<file path="src/rtl/sensor_link_pkg.sv">
// sensor_link_pkg: state encoding, default parameters and helpers for the sensor link sequencer.
package sensor_link_pkg;
   localparam int LINK_STATE_W = 4;
   localparam int DEF_D = 4;
   localparam int DEF_SETTLE_CYC = 1024;
   localparam int DEF_TRAIN_TIMEOUT = 4194304;
   localparam int DEF_LOSS_CYC = 16;
   localparam int DEF_MAX_RETRY = 3;
   localparam int DEF_BACKOFF_CYC = 4096;
   typedef enum logic [LINK_STATE_W-1:0] {
      S_IDLE = 4'd0, S_WAIT_RDY = 4'd1, S_SETTLE = 4'd2, S_START = 4'd3,
      S_TRAIN = 4'd4, S_CHECK = 4'd5, S_RETRY = 4'd6, S_BACKOFF = 4'd7,
      S_ARMED = 4'd8, S_STREAM = 4'd9, S_FAIL = 4'd10
   } link_state_e;
   function automatic int max3(input int a, input int b, input int c);
      return a > b ? (a > c ? a : c) : (b > c ? b : c);
   endfunction
endpackage

</file>
<file path="src/rtl/link_cycle_timer.sv">
// link_cycle_timer: down-counter reloaded while load is high; done marks the last cycle of a run.
module link_cycle_timer #(
   parameter int W = 8
) (
   input  logic         px_clk,
   input  logic         px_reset,
   input  logic         load,
   input  logic [W-1:0] val,
   output logic         done
);
   logic [W-1:0] cnt;
   always_ff @(posedge px_clk)
      if (px_reset) cnt <= '0;
      else if (load) cnt <= val;
      else if (cnt != '0) cnt <= cnt - W'(1);
   assign done = !load && cnt == '0;
endmodule

</file>
<file path="src/rtl/sensor_link_ctrl.sv">
// sensor_link_ctrl: LVDS sensor link bring-up sequencer with bounded retry and lock supervision.
// Define LINK_AUTO_RETRAIN_EN to retrain automatically on lock loss instead of failing.
module sensor_link_ctrl
   import sensor_link_pkg::*;
#(
   parameter int D             = DEF_D,
   parameter int SETTLE_CYC    = DEF_SETTLE_CYC,
   parameter int TRAIN_TIMEOUT = DEF_TRAIN_TIMEOUT,
   parameter int LOSS_CYC      = DEF_LOSS_CYC,
   parameter int MAX_RETRY     = DEF_MAX_RETRY,
   parameter int BACKOFF_CYC   = DEF_BACKOFF_CYC
) (
   input  logic                    px_clk,
   input  logic                    px_reset,
   input  logic                    enable,
   input  logic                    idelay_rdy,
   input  logic                    stream_req,
   input  logic [D-1:0]            train_lock,
   input  logic [D-1:0]            train_done,
   input  logic                    sen_vs_in,
   output logic                    train_start,
   output logic                    stream_on_out,
   output logic                    link_up,
   output logic                    link_fail,
   output logic [7:0]              retry_cnt,
   output logic [LINK_STATE_W-1:0] state_out
);
   localparam int TW = $clog2(max3(SETTLE_CYC, TRAIN_TIMEOUT, BACKOFF_CYC) + 1);
   localparam int LW = $clog2(LOSS_CYC + 1);
   link_state_e state;
   logic [TW-1:0] tmr_val;
   logic [LW-1:0] loss_cnt;
   logic tmr_run, tmr_done, vs_q, all_lock, all_done, abort;
   assign all_lock = &train_lock;
   assign all_done = &train_done;
   assign state_out = state;
   assign tmr_run = state inside {S_SETTLE, S_TRAIN, S_BACKOFF};
   // The timer is preloaded in the state preceding each timed state.
   always_comb tmr_val = state == S_WAIT_RDY ? TW'(SETTLE_CYC - 1) :
                         state == S_START    ? TW'(TRAIN_TIMEOUT - 1) : TW'(BACKOFF_CYC - 1);
   assign abort = !enable || (!idelay_rdy && !(state inside {S_IDLE, S_WAIT_RDY, S_FAIL}));
   link_cycle_timer #(.W(TW)) u_timer (
      .px_clk(px_clk), .px_reset(px_reset), .load(!tmr_run), .val(tmr_val), .done(tmr_done)
   );
   always_ff @(posedge px_clk) begin
      if (px_reset) begin
         state <= S_IDLE;
         train_start <= 1'b0;
         stream_on_out <= 1'b0;
         link_up <= 1'b0;
         link_fail <= 1'b0;
         retry_cnt <= '0;
         loss_cnt <= '0;
         vs_q <= 1'b0;
      end else begin
         vs_q <= sen_vs_in;
         train_start <= 1'b0;
         loss_cnt <= '0;
         if (abort) begin
            state <= S_IDLE;
            stream_on_out <= 1'b0;
            link_up <= 1'b0;
            retry_cnt <= '0;
         end else begin
            case (state)
               S_IDLE: state <= S_WAIT_RDY;
               S_WAIT_RDY: if (idelay_rdy) state <= S_SETTLE;
               S_SETTLE: if (tmr_done) begin
                  state <= S_START;
                  train_start <= 1'b1;
                  link_fail <= 1'b0;
                  retry_cnt <= '0;
               end
               S_START: state <= S_TRAIN;
               S_TRAIN: if (all_done) state <= S_CHECK; else if (tmr_done) state <= S_RETRY;
               S_CHECK: state <= all_lock ? S_ARMED : S_RETRY;
               S_RETRY: if (retry_cnt < 8'(MAX_RETRY)) begin
                  retry_cnt <= retry_cnt + 8'd1;
                  state <= S_BACKOFF;
               end else begin
                  link_fail <= 1'b1;
                  state <= S_FAIL;
               end
               S_BACKOFF: if (tmr_done) begin
                  state <= S_START;
                  train_start <= 1'b1;
               end
               S_ARMED: if (stream_req && vs_q && !sen_vs_in) begin
                  state <= S_STREAM;
                  stream_on_out <= 1'b1;
                  link_up <= 1'b1;
               end
               S_STREAM: if (!stream_req) begin
                  state <= S_ARMED;
                  stream_on_out <= 1'b0;
                  link_up <= 1'b0;
               end else if (!all_lock && loss_cnt == LW'(LOSS_CYC - 1)) begin
                  stream_on_out <= 1'b0;
                  link_up <= 1'b0;
`ifdef LINK_AUTO_RETRAIN_EN
                  retry_cnt <= '0;
                  state <= S_BACKOFF;
`else
                  link_fail <= 1'b1;
                  state <= S_FAIL;
`endif
               end else if (!all_lock) loss_cnt <= loss_cnt + LW'(1);
               default: ;
            endcase
         end
      end
   end
endmodule

</file>
<file path="config.mk">
export PLATFORM = sky130hd
export DESIGN_NAME = sensor_link_ctrl
export DESIGN_NICKNAME = d
export VERILOG_FILES = /design/src/rtl/sensor_link_pkg.sv /design/src/rtl/link_cycle_timer.sv /design/src/rtl/sensor_link_ctrl.sv
export SDC_FILE = /design/constraint.sdc
export NUM_CORES = 1
export LEC_CHECK = 0
export BUFFER_PORTS_ARGS = -buffer_cell sky130_fd_sc_hd__buf_4
export CAP_MARGIN = 5
export CORE_MARGIN = 8
export CORE_UTILIZATION = 40
export DETAILED_ROUTE_END_ITERATION = 12
export GPL_ROUTABILITY_DRIVEN = 1
export PLACE_DENSITY = 0.58
export SLEW_MARGIN = 25
export SYNTH_ARGS = -nofsm -noshare
export SYNTH_HDL_FRONTEND = slang
export SYNTH_HIERARCHICAL = 1
export SYNTH_SLANG_ARGS = --single-unit
</file>
<file path="constraint.sdc">
create_clock -name px_clk -period 3.95 [get_ports px_clk]
set_clock_uncertainty 0.2 [all_clocks]
set_input_delay 0.1975 -clock px_clk [delete_from_list [all_inputs] [get_ports px_clk]]
set_output_delay 0.1975 -clock px_clk [all_outputs]
set_load 0.1 [all_outputs]
</file>
==> metrics.md <==
| Metric | Value |
|---|---|
| Status | `finished, final reports clean` |
| DR vias/cell | `5.43` |
| Largest net degree at the start of global routing | `27` |
| Mean routed wirelength per cell | `14.4 um` |
| Post-DRT Antenna Nets | `0` |
| Sequential area share after synthesis | `33.8%` |
| Via count of the first global-routing pass | `2360` |
| Chip Width | `96.7 um` |
| Starting DRC count in detailed routing | `123` |
| H-tree depth | `2` |
| Worst slack, placed | `0.682 ns` |
| Tot GR Track Use | `13.7%` |
| # IOs | `30` |
| Global-route met1 utilization | `16.5%` |
| Slew Viols, Final | `0` |
| Vias | `2396` |
| Netlist cell types | `58` |
| Grt ovf | `0` |
| GR peak layer | `met2` |
| LEAKAGE | `1.21 nW` |
| Share of layout cells above drive strength 1 | `18.7%` |
| Reg2Reg Setup Slack | `0.67 ns` |
| Final setup fails | `0` |
| Post-route cell area | `3060 sq um` |
| Num Clock Sinks | `44` |
| CTS Hold Bufs | `2` |
| GP Congestion | `0.861` |
| WHS Path Cells | `4` |
| Synthesis Warnings | `6` |
| Fin crit period | `3.28 ns` |
| Synth top area cells | `dfxtp_1 (34%), nor2_1 (5.8%), nand2_1 (4.6%), xnor2_1 (4.4%), a21oi_1 (3.6%)` |
| Placed Area | `2910 sq um` |
| IO buf count | `29` |
| Hold Slack | `0.0614 ns` |
| DIE HEIGHT | `96.7 um` |
| Residual DRC | `0` |
| Reg2reg start | `state_out[0]` |
| Critical Path Fanout Max | `11` |
| Critical Path End Type | `register` |
| Worst endpoint data arrival time | `3.27 ns` |
| Hold Path Sink | `link_up` |
| CP Class | `reg2reg` |
| Unrepaired setup endpoints after global routing | `false` |
| FF+latch count, synth | `44` |
| WL final | `6360 um` |
| Max Clk Rate | `305 MHz` |
| Commonest cells in the netlist | `dfxtp_1 (44), nor2_1 (40), nand2_1 (32)` |
| Clock-pin slew on the worst setup and hold paths | `0.09 ns` |
| CTS buffer count | `5` |
| TritonRoute pass-1 iters | `4` |
| Max cap viols | `0` |
| Site Rows | `29` |
| Final worst slack | `0.669 ns` |
| Crit start category | `register` |
| Detail Placement HPWL | `4560 um` |
| Final hold vios | `0` |
| Hold Path Origin | `stream_req` |
| Peak supply drop | `420 uV` |
| CTS tree | `yes` |
| M3 GR Usage | `3.70%` |
| Syn_area_per_cell | `8.00 sq um` |
| Fill cells | `625` |
| R2R cell count | `7` |
| ANT cells | `0` |
| Pwr dens | `696 nW/um^2` |
| Global-route wire length before repair | `11100 um` |
| Routing usage on met2 | `23.0%` |
| Yosys top cell by area | `dfxtp_1` |
| Die area | `9360 sq um` |
| Worst-margin pin slew | `0.514 ns` |
| Clk Latency, worst-skew pair | `0.30 ns` |
| Initial Utilization | `41.3%` |
| R2R Path End | `u_timer/cnt[17]` |
| Post-synthesis cell count | `326` |
| Final #Nets | `381` |
| Layout area overhead | `17.3%` |
| Post-CTS setup buffers | `0` |
| Worst slew margin | `65.7%` |
| Top_reg_cell synth | `dfxtp_1` |
| Mapped Area | `2610 sq um` |
| EDFF count, synth | `0` |
| CTS max path bufs | `2` |
| Async S/R FF share, synth | `0%` |
| Synth top area share | `33.8%` |
| Critical path data required time | `3.93 ns` |
| Hold WC Path Type | `in2reg` |
| Root buf cell | `clkbuf_8` |
| TNS Setup | `0 ns` |
| Top-count cell post-synth | `dfxtp_1` |
| Antenna violations before repair | `0` |
| Crit share post-route | `83.1%` |
| Post-CTS sizing | `0` |
| Core area | `6310 sq um` |
## worst max path at each step
stage	start	slack (ns)	depth (start not counted)	to
final	state_out[0]	0.67	7	u_timer/cnt[17]
after global routing	state_out[2]	0.42	9	u_timer/cnt[20]
after CTS	state_out[0]	0.67	7	u_timer/cnt[17]
after detailed placement	state_out[0]	0.68	7	u_timer/cnt[19]
after global placement	state_out[0]	0.73	7	u_timer/cnt[16]
after floorplan	state_out[1]	0.06	12	state_out[0]
## routing by layer
metal | wire length [um] | part of all wire, %
met5 | 0 | 0
met4 | 63 | 0.99
met3 | 244 | 3.8
met2 | 3040 | 48
met1 | 3010 | 47
## logic make-up (layout without fill, tap and decap cells)
kind of cell | count (synthesis) | after routing | synth area share, %
DFF | 44 | 44 | 33.8
and+or+nand+nor | 151 | 151 | 31.3
buffers and inverters | 29 | 58 | 5.76
adders and majority gates | 4 | 4 | 1.92
other | 2 | 11 | 0.288
xor gates and xnor gates | 14 | 14 | 4.70
AOI/OAI and AO/OA | 82 | 82 | 22.2
## placed cells by master (no fill, tap or decap), types with 10 or more instances in the layout
cell,instances
a21oi_1,19
nand3_1,10
a211oi_1,11
nor2_1,40
conb_1,11
buf_4,38
o21ai_0,16
xnor2_1,13
nand2_1,32
nor3_1,15
dfxtp_1,43
inv_1,10
## power by group
part	internal [W]	switching [W]	leakage [nW]
Clock	0.000223	0.000165	0.0645
Combinational	0.000421	0.000709	0.787
Sequential	0.000525	0.0000856	0.360
## sequential cells by signal, summed over array words and instances, names as in the netlist
signal       cells
link_fail        1
link_up          1
loss_cnt         5
retry_cnt        8
state_out        4
train_start      1
u_timer/cnt     23
vs_q             1
## through the flow
| stage | utilization, % | cells | power (W) |
|---|---|---|---|
| floorplan | - | 335 | 0.00153 |
| global placement | 46.1 | 431 | 0.00174 |
| detailed placement | 46.1 | 431 | 0.00174 |
| CTS | 48.4 | 441 | 0.00214 |
| global route | 48.4 | 441 | 0.00231 |
| finish | 48.4 | 441 | 0.00213 |
## layout make-up
cell class	count	area, sq um	share of cell area (%)
Tap cell	77	96.3	3.15
Timing Repair Buffer	40	305	9.98
Clock buffer	7	96.3	3.15
Sequential cell	44	882	28.8
Multi-Input combinational cell	262	1610	52.7
Inverter	10	37.5	1.23
Clock inverter	1	30.0	0.982
## critical path, cell delays in order, from the launching register on
cell     delay (ns)
dfxtp_1        0.37
or3b_2         0.48
a21o_1         0.21
nor4_1         0.24
or4b_4         0.54
or4_4          0.64
nand2_1        0.38
o22ai_2        0.11
Note: power is estimated with default switching activity, not from simulation.
